**src/rtl/ram_burst_bridge.sv**
```systemverilog
// rtl/ram_burst_bridge.sv - single-clock cache-line <-> RAM-word burst bridge, one beat in flight
// Optional build macro RAM_BRIDGE_TIMEOUT_EN adds a per-beat ram_ack timeout that reports via cache_err.
module ram_burst_bridge #(
  parameter int ADDR_SIZE      = 13,
  parameter int LINE_WIDTH     = 64,
  parameter int WORD_SIZE      = 16,
  parameter int TIMEOUT_CYCLES = 255
) (
  input  logic                  clk,
  input  logic                  reset,
  input  logic                  cache_avalid,
  input  logic                  cache_rnw,
  input  logic [ADDR_SIZE-1:0]  cache_addr,
  input  logic [LINE_WIDTH-1:0] cache_wdata,
  output logic [LINE_WIDTH-1:0] cache_rdata,
  output logic                  cache_ack,
  output logic                  cache_err,
  output logic                  cache_busy,
  output logic [ADDR_SIZE-1:0]  ram_addr,
  output logic [WORD_SIZE-1:0]  ram_wdata,
  output logic                  ram_avalid,
  output logic                  ram_rnw,
  input  logic [WORD_SIZE-1:0]  ram_rdata,
  input  logic                  ram_ack
);

  localparam int WORDS = LINE_WIDTH / WORD_SIZE;
  localparam int IDX_W = $clog2(WORDS);

  typedef enum logic [1:0] {S_IDLE, S_BEAT, S_DONE} state_t;

  state_t                r_state;
  state_t                w_next;
  logic [IDX_W-1:0]      r_idx;
  logic [ADDR_SIZE-1:0]  r_base;
  logic                  r_rnw;
  logic [LINE_WIDTH-1:0] r_wline;
  logic [LINE_WIDTH-1:0] r_rline;
  logic [LINE_WIDTH-1:0] r_rdata;
  logic [LINE_WIDTH-1:0] w_rline_upd;
  logic                  w_accept;
  logic                  w_beat_ack;
  logic                  w_last;
  logic                  w_timeout;

  assign w_accept   = (r_state == S_IDLE) && cache_avalid;
  assign w_beat_ack = (r_state == S_BEAT) && ram_ack;
  assign w_last     = (r_idx == IDX_W'(WORDS - 1));

`ifdef RAM_BRIDGE_TIMEOUT_EN
  localparam int WAIT_W = $clog2(TIMEOUT_CYCLES + 1);

  logic [WAIT_W-1:0] r_wait;
  logic              r_err;

  // Counts cycles the current beat has been waiting; fires on the cycle it would reach the limit.
  always_ff @(posedge clk) begin
    if (reset) begin
      r_wait <= '0;
    end else if (w_accept || w_beat_ack) begin
      r_wait <= '0;
    end else if (r_state == S_BEAT) begin
      r_wait <= r_wait + 1'b1;
    end
  end

  assign w_timeout = (r_state == S_BEAT) && !ram_ack && (r_wait == WAIT_W'(TIMEOUT_CYCLES - 1));

  always_ff @(posedge clk) begin
    if (reset) begin
      r_err <= 1'b0;
    end else if (r_state == S_BEAT) begin
      r_err <= w_timeout;
    end
  end

  assign cache_err = r_err && (r_state == S_DONE);
`else
  // Never fires; TIMEOUT_CYCLES only matters in the timeout build.
  assign w_timeout = (TIMEOUT_CYCLES < 0);
  assign cache_err = 1'b0;
`endif

  always_ff @(posedge clk) begin
    if (reset) begin
      r_state <= S_IDLE;
    end else begin
      r_state <= w_next;
    end
  end

  always_comb begin
    w_next = r_state;
    case (r_state)
      S_IDLE:  if (cache_avalid) w_next = S_BEAT;
      S_BEAT:  if ((w_beat_ack && w_last) || w_timeout) w_next = S_DONE;
      S_DONE:  w_next = S_IDLE;
      default: w_next = S_IDLE;
    endcase
  end

  always_comb begin
    w_rline_upd = r_rline;
    w_rline_upd[r_idx*WORD_SIZE +: WORD_SIZE] = ram_rdata;
  end

  // The beat index holds at WORDS-1 after the last beat; only accept or reset clears it.
  always_ff @(posedge clk) begin
    if (reset) begin
      r_idx   <= '0;
      r_base  <= '0;
      r_rnw   <= 1'b0;
      r_wline <= '0;
      r_rline <= '0;
      r_rdata <= '0;
    end else if (w_accept) begin
      r_idx   <= '0;
      r_base  <= cache_addr & ~ADDR_SIZE'(WORDS - 1);
      r_rnw   <= cache_rnw;
      r_wline <= cache_wdata;
    end else if (w_beat_ack) begin
      if (r_rnw) begin
        r_rline <= w_rline_upd;
      end
      if (!w_last) begin
        r_idx <= r_idx + 1'b1;
      end else if (r_rnw) begin
        r_rdata <= w_rline_upd;
      end
    end
  end

  assign ram_avalid  = (r_state == S_BEAT);
  assign ram_addr    = r_base + ADDR_SIZE'(r_idx);
  assign ram_wdata   = r_wline[r_idx*WORD_SIZE +: WORD_SIZE];
  assign ram_rnw     = r_rnw;
  assign cache_ack   = (r_state == S_DONE);
  assign cache_busy  = (r_state != S_IDLE);
  assign cache_rdata = r_rdata;

endmodule

```
**config.mk**
```make
export PLATFORM = sky130hd
export DESIGN_NAME = ram_burst_bridge
export DESIGN_NICKNAME = d
export VERILOG_FILES = /design/src/rtl/ram_burst_bridge.sv
export SDC_FILE = /design/constraint.sdc
export NUM_CORES = 1
export LEC_CHECK = 0
export BUFFER_PORTS_ARGS = -buffer_cell sky130_fd_sc_hd__buf_2
export CAP_MARGIN = 10
export CORE_MARGIN = 5
export CORE_UTILIZATION = 35
export CTS_CLUSTER_SIZE = 8
export DETAILED_ROUTE_END_ITERATION = 10
export PLACE_DENSITY = 0.59
export SYNTH_ARGS = -nofsm -noshare
export SYNTH_HDL_FRONTEND = slang
export SYNTH_SLANG_ARGS = --single-unit
```
**constraint.sdc**
```tcl
create_clock -name clk -period 3.3 [get_ports clk]
set_input_delay 0.33 -clock clk [delete_from_list [all_inputs] [get_ports clk]]
set_output_delay 0.33 -clock clk [all_outputs]
set_load 0.02 [all_outputs]
```
==> key figures <==
Worst hold path
  • Worst Hold Class: input pin to register
  • Worst Hold Path Cells: 3
  • Startpoint of the worst hold path: cache_addr[7]
  • Hold endpoint: r_base[7]

Finish
  • Final instance area: 10700 um^2
  • Share of cells above drive strength 1: approximately 31%
  • Post-Layout Cell Count: 1402
  • NumNets Final: roughly 1200
  • Fill cell count: around 2600
  • Area Growth Syn to Fin: 18.9%
  • Number of inserted diodes: 0

Clocking
  • Hold_buf cts: 1
  • CTS buffer count: 29
  • Clk slew on worst S/H paths: around 0.050 ns
  • Worst-Skew Late Latency: ~0.55 ns
  • # clock sinks: 208
  • # Post-CTS Setup Buffers: 0
  • H-tree depth: 1
  • PostCTS Resize Cnt: 0
  • Max Root-Sink Buffers: 3
  • CTS tree: built
  • CTS root buffer: clkbuf_16

Synth
  • Area leader, netlist: dfxtp_1
  • Mux cell area share after synthesis: 4.11%
  • Post-synth top cells: 208 x dfxtp_1, 161 x a21oi_1, 153 x nand2_1, 60 x nand3_1, 46 x a22o_1
  • Largest family of logic cells by synthesized area: compound AO/OA/AOI/OAI gates
  • Post-synthesis cell area: about 9000 um^2
  • Avg Synthesized Cell Area: between 9 and 10 um^2
  • Xor/xnor share of the synthesized area: less than 1%
  • Synth Warn #: 0
  • Synthesis-stage register bit count: 208
  • Adder-Cell Fraction of Synth Area: less than 1%
  • Synth Area in Simple Gates: approximately 15%
  • Sequential area share after synthesis: a little under half
  • Count of cell types in the netlist: ~40
  • Top cell type's share of synthesized area: between 40% and 50%
  • Dominant cells by area after synthesis: dfxtp_1 46%, a21oi_1 8.9%, a311oi_2 6.7%, nand2_1 6.4%, a22o_1 4.5%
  • Post-synth ARST share: 0%
  • Post-synth EDFFs: 0
  • Syn Inst Count: roughly 940
  • Main synth FF type: dfxtp_1
  • Compound-Gate Fraction of Synth Area: 26.2%
  • Most frequent cell after synthesis: dfxtp_1
  • Syn_nets: 1043

Power
  • Clk pwr share: 45.7%
  • Switching part of the total power: between 20 and 25%
  • Worst vdd ir: 346 uV
  • Int Power: roughly 0.0043 W
  • Leakage: around 4 nW
  • Sw Pwr: 0.00135 W
  • Power consumption: approximately 0.0056 W
  • Flop pwr share: between 40% and 50%
  • Logic pwr share: under 10%
  • Pwr per Cell Area: 525 nW/um^2

Critical path
  • Worst Path Max Fanout: 18
  • R2R Path End: r_rline[36]
  • Buffers and inverters on the worst path: 2
  • CP required: between 2 and 3 ns
  • WS Path Type: register to output pin
  • Crit-path cells: buf_4 -> mux4_2 -> buf_2
  • Crit path DAT: approximately 2.3 ns
  • R2R Setup Slk: between 0.8 and 0.9 ns
  • FF-to-FF Start: r_idx[0]
  • Slowest CP cell: mux4_2
  • Startpoint types: register
  • Setup crit end kind: output pin
  • Delay of the slowest critical-path stage: 0.57 ns
  • Cell family with most CP delay: buffers and inverters
  • Reg2Reg Depth: 5

Die
  • Die area: approximately 29000 um^2
  • Placement row count: between 50 and 60
  • Die Wd: about 170 um
  • Core area: ~25000 um^2
  • Initial Util: 35.7%
  • Die H: about 170 um
  • Io pins: approximately 200

STA
  • RSZ-0062 raised after global routing: false
  • Setup_tns: 0 ns
  • Tmin final: between 2 and 3 ns
  • Slew HR: about two fifths
  • WHS: approximately 0.027 ns
  • Pins Over Slew Limit: 0
  • Setup-failing EPs final: 0
  • Slew @ Worst Pin: 0.910 ns
  • Post-Route Skew: 0.0161 ns
  • Fin. Hold Viols: 0
  • Fmax achieved: roughly 390 MHz
  • Period utilization: between 70% and 80%

Global routing
  • GRT Total Usage: 16.8%
  • Initial antenna violation count: 4
  • First-pass GRT wire length: roughly 40 mm
  • Grt total ovfl: 0
  • Vias in the first global route: 7220
  • Pin count of the biggest net entering global routing: a little over 90

Flow run
  • Max-Cap Viols: 0

Detailed routing
  • DRC: 0
  • Drt total wl: 25.4 mm
  • Vias per cell: around 5.3
  • Wire per inst: between 15 and 20 um
  • Post-DRT Antenna Nets: 0
  • Initial drt markers: around 540
  • First-pass detailed-route iteration total: 5
  • Vias: 7417

Place
  • PortBufs: 192
  • Routability Congestion: 0.756
  • Area after DPL: just under 10000 um^2
  • Placed instance count: 1371
  • DP HPWL: roughly 16 mm

Status
  • Status: finished, final reports clean
## worst min-delay path, cell delays in order
cell	delay (ns)
buf_2	0.10
nand2_1	0.04
a21oi_1	0.05
## per-stage QoR
step | util (%) | setup WS (ns)
after CTS | 42.4 | 0.661
final | 42.4 | 0.715
after global placement | 39.4 | 0.900
after floorplan | - | 0.672
after global routing | 42.4 | 0.587
after detailed placement | 39.4 | 0.835
## kinds of logic after synthesis
logic type,after synthesis
AO/OA/AOI/OAI,308
buffers and inverters,112
multiplexers,17
flip-flops,208
adder cells (fa/ha/maj),6
other,1
XOR/XNOR,1
AND/OR/NAND/NOR,286
## state kept, by name, summed over array words and instances, names as in the netlist
signal / flops
r_idx: 2
ram_rnw: 1
cache_rdata: 64
r_rline: 64
r_wline: 64
r_base: 11
r_state: 2
## layout by cell type (no fill, tap or decap), drive strengths merged, types with 20 or more instances in the layout
| cell | synthesis | layout |
|---|---|---|
| buf | 68 | 211 |
| dfxtp | 208 | 208 |
| a21oi | 164 | 164 |
| nand2 | 153 | 153 |
| nand3 | 60 | 60 |
| a22o | 46 | 46 |
| nand2b | 44 | 44 |
| a311oi | 44 | 44 |
| clkbuf | 41 | 29 |
| a211oi | 20 | 20 |
## area by class of cell
cell class | count | area, um^2 | area share, %
Sequential cell | 208 | 4160 | 38.9
Clock buffer | 29 | 726 | 6.78
Inverter | 3 | 11.3 | 0.105
Multi-Input combinational cell | 619 | 4210 | 39.4
Timing Repair Buffer | 212 | 1160 | 10.8
Tap cell | 330 | 413 | 3.86
Clock inverter | 1 | 20.0 | 0.187
## how the worst max path moves through the flow
stage	slack [ns]	startpoint	end	cells past startpoint
4_1_cts	0.66	r_idx[0]	ram_wdata[7]	3
6_report	0.72	r_idx[0]	ram_wdata[7]	3
2_1_floorplan	0.67	r_idx[1]	r_rline[38]	10
3_5_place_dp	0.83	r_idx[0]	r_rline[44]	6
3_3_place_gp	0.90	r_idx[0]	r_rline[33]	6
5_1_grt	0.59	r_idx[0]	ram_wdata[7]	3
## power by group through the flow
stage	sequential (W)	combinational [W]	clock [W]
floorplan	0.00266	0.000292	0
global placement	0.00266	0.000442	0
detailed placement	0.00266	0.000443	0
CTS	0.00261	0.000445	0.00264
global route	0.00261	0.000487	0.00274
finish	0.00261	0.000441	0.00257
## layer usage
metal | global-route usage (%) | share of wire [%] | vias up
met5 | 0 | 0.16 | -
met4 | 3.54 | 1.8 | 6
met3 | 5.62 | 8.8 | 39
met2 | 26.7 | 45 | 220
met1 | 22.4 | 44 | 3531
li1 | - | - | 3621
Note: power is estimated with default switching activity, not from simulation.
